`config.mk`:
```
export PLATFORM = sky130hd
export DESIGN_NAME = wb_master_arbiter
export DESIGN_NICKNAME = d
export VERILOG_FILES = /design/src/rtl/wb_master_arbiter.sv
export SDC_FILE = /design/constraint.sdc
export NUM_CORES = 1
export LEC_CHECK = 0
export ABC_AREA = 1
export BUFFER_PORTS_ARGS = -buffer_cell sky130_fd_sc_hd__buf_2
export CAP_MARGIN = 20
export CORE_AREA = 2 2 129 131
export CTS_BUF_LIST = sky130_fd_sc_hd__clkbuf_8
export DETAILED_ROUTE_END_ITERATION = 6
export DIE_AREA = 0 0 131 133
export PLACE_DENSITY = 0.56
export SLEW_MARGIN = 20
export SYNTH_ARGS = -nofsm -noshare
export SYNTH_HDL_FRONTEND = slang
export SYNTH_SLANG_ARGS = --single-unit
```
`constraint.sdc`:
```
create_clock -name HCLK -period 1.65 [get_ports HCLK]
set_input_delay 0.33 -clock HCLK [delete_from_list [all_inputs] [get_ports HCLK]]
set_output_delay 0.33 -clock HCLK [all_outputs]
set_load 0.02 [all_outputs]
```
`src/rtl/wb_master_arbiter.sv`:
```
// Two-master round-robin Wishbone arbiter feeding a single Wishbone-to-AHB bridge port.
// Grants are held for a whole CYC; a per-access watchdog turns hung accesses into errors.
module wb_master_arbiter #(
  parameter int unsigned TIMEOUT = 255,
  parameter int unsigned CNT_W   = 8
) (
  input  logic        HCLK,
  input  logic        HRESETn,

  input  logic [31:0] m0_wb_adr_i,
  input  logic [3:0]  m0_wb_sel_i,
  input  logic        m0_wb_we_i,
  input  logic [31:0] m0_wb_dat_i,
  input  logic        m0_wb_cyc_i,
  input  logic        m0_wb_stb_i,
  input  logic [2:0]  m0_wb_cti_i,
  input  logic [1:0]  m0_wb_bte_i,
  output logic        m0_wb_ack_o,
  output logic        m0_wb_err_o,
  output logic [31:0] m0_wb_dat_o,

  input  logic [31:0] m1_wb_adr_i,
  input  logic [3:0]  m1_wb_sel_i,
  input  logic        m1_wb_we_i,
  input  logic [31:0] m1_wb_dat_i,
  input  logic        m1_wb_cyc_i,
  input  logic        m1_wb_stb_i,
  input  logic [2:0]  m1_wb_cti_i,
  input  logic [1:0]  m1_wb_bte_i,
  output logic        m1_wb_ack_o,
  output logic        m1_wb_err_o,
  output logic [31:0] m1_wb_dat_o,

  output logic [31:0] s_wb_adr_o,
  output logic [3:0]  s_wb_sel_o,
  output logic        s_wb_we_o,
  output logic [31:0] s_wb_dat_o,
  output logic        s_wb_cyc_o,
  output logic        s_wb_stb_o,
  output logic [2:0]  s_wb_cti_o,
  output logic [1:0]  s_wb_bte_o,
  input  logic        s_wb_ack_i,
  input  logic        s_wb_err_i,
  input  logic [31:0] s_wb_dat_i,

  output logic [1:0]  grant_o
);

  typedef enum logic [1:0] {
    GrNone = 2'b00,
    GrM0   = 2'b01,
    GrM1   = 2'b10
  } grant_e;

  localparam logic [CNT_W-1:0] TimeoutVal = CNT_W'(TIMEOUT);
  localparam bit               WdEn       = (TIMEOUT != 0);

  grant_e           g_q, g_d;
  logic             lo_q, lo_d;
  logic [CNT_W-1:0] wd_q, wd_d;

  logic owner_cyc;
  logic owner_stb;
  logic wd_hit;
  logic wd_err;

  always_comb begin
    owner_cyc = ((g_q == GrM0) & m0_wb_cyc_i) | ((g_q == GrM1) & m1_wb_cyc_i);
    owner_stb = ((g_q == GrM0) & m0_wb_stb_i) | ((g_q == GrM1) & m1_wb_stb_i);
  end

  // Re-arbitrate whenever the bus is free or the owner just dropped CYC, so handover is
  // back-to-back. lo_q names the last owner; the other master wins a tie.
  always_comb begin
    g_d  = g_q;
    lo_d = lo_q;
    if (!owner_cyc) begin
      unique case ({m1_wb_cyc_i, m0_wb_cyc_i})
        2'b01:   g_d = GrM0;
        2'b10:   g_d = GrM1;
        2'b11:   g_d = lo_q ? GrM0 : GrM1;
        default: g_d = GrNone;
      endcase
      if (g_d != GrNone) begin
        lo_d = (g_d == GrM1);
      end
    end
  end

  // A late ACK in the timeout cycle beats the watchdog, which puts s_wb_ack_i on a
  // combinational path to s_wb_stb_o.
  always_comb begin
    wd_hit = WdEn && owner_stb && (wd_q == TimeoutVal);
    wd_err = wd_hit && !s_wb_ack_i;
    if (!WdEn || !owner_stb || s_wb_ack_i || s_wb_err_i || wd_hit) begin
      wd_d = '0;
    end else begin
      wd_d = wd_q + CNT_W'(1);
    end
  end

  always_ff @(posedge HCLK or negedge HRESETn) begin
    if (!HRESETn) begin
      g_q  <= GrNone;
      lo_q <= 1'b1;
      wd_q <= '0;
    end else begin
      g_q  <= g_d;
      lo_q <= lo_d;
      wd_q <= wd_d;
    end
  end

  always_comb begin
    s_wb_adr_o = '0;
    s_wb_sel_o = '0;
    s_wb_we_o  = 1'b0;
    s_wb_dat_o = '0;
    s_wb_cyc_o = 1'b0;
    s_wb_stb_o = 1'b0;
    s_wb_cti_o = '0;
    s_wb_bte_o = '0;
    unique case (g_q)
      GrM0: begin
        s_wb_adr_o = m0_wb_adr_i;
        s_wb_sel_o = m0_wb_sel_i;
        s_wb_we_o  = m0_wb_we_i;
        s_wb_dat_o = m0_wb_dat_i;
        s_wb_cyc_o = m0_wb_cyc_i;
        s_wb_stb_o = m0_wb_stb_i & ~wd_err;
        s_wb_cti_o = m0_wb_cti_i;
        s_wb_bte_o = m0_wb_bte_i;
      end
      GrM1: begin
        s_wb_adr_o = m1_wb_adr_i;
        s_wb_sel_o = m1_wb_sel_i;
        s_wb_we_o  = m1_wb_we_i;
        s_wb_dat_o = m1_wb_dat_i;
        s_wb_cyc_o = m1_wb_cyc_i;
        s_wb_stb_o = m1_wb_stb_i & ~wd_err;
        s_wb_cti_o = m1_wb_cti_i;
        s_wb_bte_o = m1_wb_bte_i;
      end
      default: begin
      end
    endcase
  end

  always_comb begin
    m0_wb_ack_o = (g_q == GrM0) & s_wb_ack_i;
    m0_wb_err_o = (g_q == GrM0) & (s_wb_err_i | wd_err);
    m1_wb_ack_o = (g_q == GrM1) & s_wb_ack_i;
    m1_wb_err_o = (g_q == GrM1) & (s_wb_err_i | wd_err);
  end

  assign m0_wb_dat_o = s_wb_dat_i;
  assign m1_wb_dat_o = s_wb_dat_i;
  assign grant_o     = g_q;

endmodule

```
==> flow_metrics.py <==
metrics = {
    "setup_path": {
        "path_cells": "inv_2, ha_4, buf_6, clkbuf_16, nand2_1, a21oi_1, buf_4",
        "path_buf_inv": 4,
        "end_kind": "output pin",
        "rrSetupSlack_ps": 140,
        "worst_setup_path_start_kind": "flip-flop",
        "crit_family": "buffers and inverters",
        "required_ps": 1320,
        "crit_arrival_ps": 1640,
        "worstSetupPathType": "reg2out",
        "slowest_stage": "dfrtp_2",
        "worst-path-max-fanout": 9,
        "cpPeakStageDelay_ps": 430,
    },
    "placed_design": {
        "io_buffers": 237,
        "gp_congestion": 0.749,
        "place_hpwl_um": 7670,
        "post-place-ws_ps": -133,
    },
    "floorplanning": {
        "die_w_um": 131,
        "row_count": 47,
        "initial_core_util_pct": 14.1,
        "boundaryPins": 334,
        "core-area_um2": 16200,
        "die_area_um2": 17400,
        "die_h_um": 133,
    },
    "timing": {
        "max-slew-margin-rel_pct": 81.1,
        "fin_worst_skew_ps": 5.52,
        "period_needed_ps": 1970,
        "max_slew.worst_pin.slew_ps": 283,
        "maxSlewViolCount": 0,
        "setup_viol": 80,
        "finalCritPeriodShare_pct": 119,
        "rsz0062_at_grt": "true",
        "fmax_mhz": 508,
        "hold_slack_ps": 418,
        "final-hold-violation-count": 0,
        "layout_setup_ws_ps": -317,
    },
    "synthesis": {
        "netlist_instances": 402,
        "yosysWarnings": 0,
        "synth-seq-cells": 11,
        "netlist_top_cells_area": "nand2_1 (28%), buf_4 (22%), a21oi_1 (17%), dfrtp_1 (11%), buf_6 (4.9%)",
        "syn_nets": 593,
        "yosysSeqAreaShare_pct": 12.1,
        "yosysTopAreaCell": "nand2_1",
        "avgSynthCellArea_um2": 5.67,
        "synth_top_area_share_pct": 28.3,
        "syn_area_um2": 2280,
        "synth_cell_type_count": 21,
    },
    "drt": {
        "postRouteAntennaNets": 0,
        "route.detailed.drc": 0,
        "via_per_inst": 3.98,
        "drt_iter0_drc": 75,
        "wire_per_inst_um": 14.2,
        "drt_wl_total_um": 11700,
        "dr.pass1.iters": 4,
        "vias": 3299,
    },
    "power_and_ir_drop": {
        "power_density_nw_per_um2": 1630,
        "ir_drop_mv": 0.874,
        "leakage_uw": 0.00229,
    },
    "global_route": {
        "grt_pass1_vias": 2984,
        "grt_pass1_wl_um": 14900,
        "antenna_found_initial": 1,
        "overflow": 0,
        "track_usage_pct": 10.9,
        "grt_start_max_net_pins": 40,
    },
    "cells_and_area": {
        "area_delta_synth_final_pct": 126,
        "drive_above_1_share_pct": 71.1,
        "final_core_util_pct": 31.9,
        "nets": 800,
        "antenna_cells": 0,
    },
    "clock_tree": {
        "cts.sinks": 11,
        "cts_htree_levels": 1,
        "cts_tree": "yes",
        "clockBufferDepth": 2,
        "cts_root_buf": "clkbuf_8",
        "cts_made_buffers": 3,
        "clk_latency_ps": 240,
        "cts.clk_slew.worst_paths_ps": 50,
    },
    "flow_run": {
        "cap_violations": 0,
    },
    "status": {
        "violations": "setup timing",
        "status": "complete, but fails checks",
    },
    "worst_hold_path": {
        "hp-class": "in2reg",
    },
}
## final cells by class
type | instances | area [µm²]
sequential | 11 | 279
multi-input combinational | 285 | 2140
clock buffer | 3 | 41.3
clock inverter | 1 | 3.75
tap | 220 | 275
timing repair buffer | 292 | 2360
fill | 1688 | 11000
inverter | 16 | 62.6
## report_power, final
part	leakage, µW	total (µW)	internal (µW)	switching [µW]
clock	0.0000269	265	163	102
combinational	0.00212	7800	3660	4140
sequential	0.000145	342	313	29.4
total	0.00229	8400	4130	4270
## repair_timing
action | 4_1_cts | 5_1_grt
pin swaps | 5 | 21
endpoints found under the setup margin | 80 | 80
hold buffers | 1 | 0
endpoints found under the hold margin | 10 | 0
gates resized for setup | 142 | 92
setup buffers | 5 | 7
gates cloned | 5 | 7
## worst paths after layout
check,cells past startpoint,end,startpoint
min reg2reg,2,lo_q,lo_q
max,7,s_wb_sel_o[3],grant_o[0]
min,3,grant_o[0],m0_wb_cyc_i
max in group asynchronous,2,lo_q,HRESETn
min in group asynchronous,2,wd_q[4],HRESETn
max reg2reg,10,grant_o[1],grant_o[1]
## Yosys cell counts (all sizes together)
library cell  count
a21oi            77
inv              16
buf              87
nand2           175
clkbuf            3
nand4             2
xnor2             2
nor2             16
xor2              1
dfrtp            10
nand3             3
o21ai             5
o21bai            1
ha                3
dfstp             1
## registers in the layout, summed over array words and instances (netlist names)
name,count
lo_q,1
wd_q,8
grant_o,2
## per-layer routing
metal,track usage [%],up-vias,wire (µm)
met5,0,-,13
met2,21.8,182,6270
met4,2.54,2,257
met1,11.4,1459,4290
li1,-,1615,-
met3,1.78,41,920
## cell usage in the layout, fill, tap and decap left out
cell type / count
a21oi_1: 3
a21oi_2: 30
a21oi_4: 44
buf_12: 14
buf_16: 3
buf_2: 158
buf_4: 56
buf_6: 53
clkbuf_16: 7
clkbuf_8: 3
dfrtp_1: 8
dfrtp_2: 2
dfstp_2: 1
dlygate4sd3_1: 1
ha_1: 1
ha_4: 2
inv_1: 13
inv_2: 3
inv_4: 1
nand2_1: 127
nand2_2: 27
nand2_4: 21
nand3_1: 3
nand4_4: 2
nor2_1: 11
nor2_2: 2
nor2_4: 3
o21ai_0: 5
o21bai_1: 1
xnor2_1: 2
xor2_1: 1
## tightest hold or removal path: stages
cell and delay (ps):
buf_2 140, o21ai_0 70, o21ai_0 70
## metrics by stage
step	setup TNS, ps	power, µW	std cells	area, µm²
global placement	-3270	5850	801	3970
CTS	-22460	7510	816	4650
finish	-21140	8400	828	5160
floorplan	-2240	4140	402	2840
detailed placement	-4500	5870	801	3970
global route	-27570	8900	828	5160
## kinds of logic after synthesis
kind of cell               count (synthesis)  synth area share, %
and+or+nand+nor                          196                 34.5
buffers and inverters                    106                 32.2
AOI/OAI and AO/OA                         83                 18.3
DFF                                       11                 12.1
xor gates and xnor gates                   3                 1.15
adders and majority gates                  3                 1.65
Power figures use the tool's default switching activity.
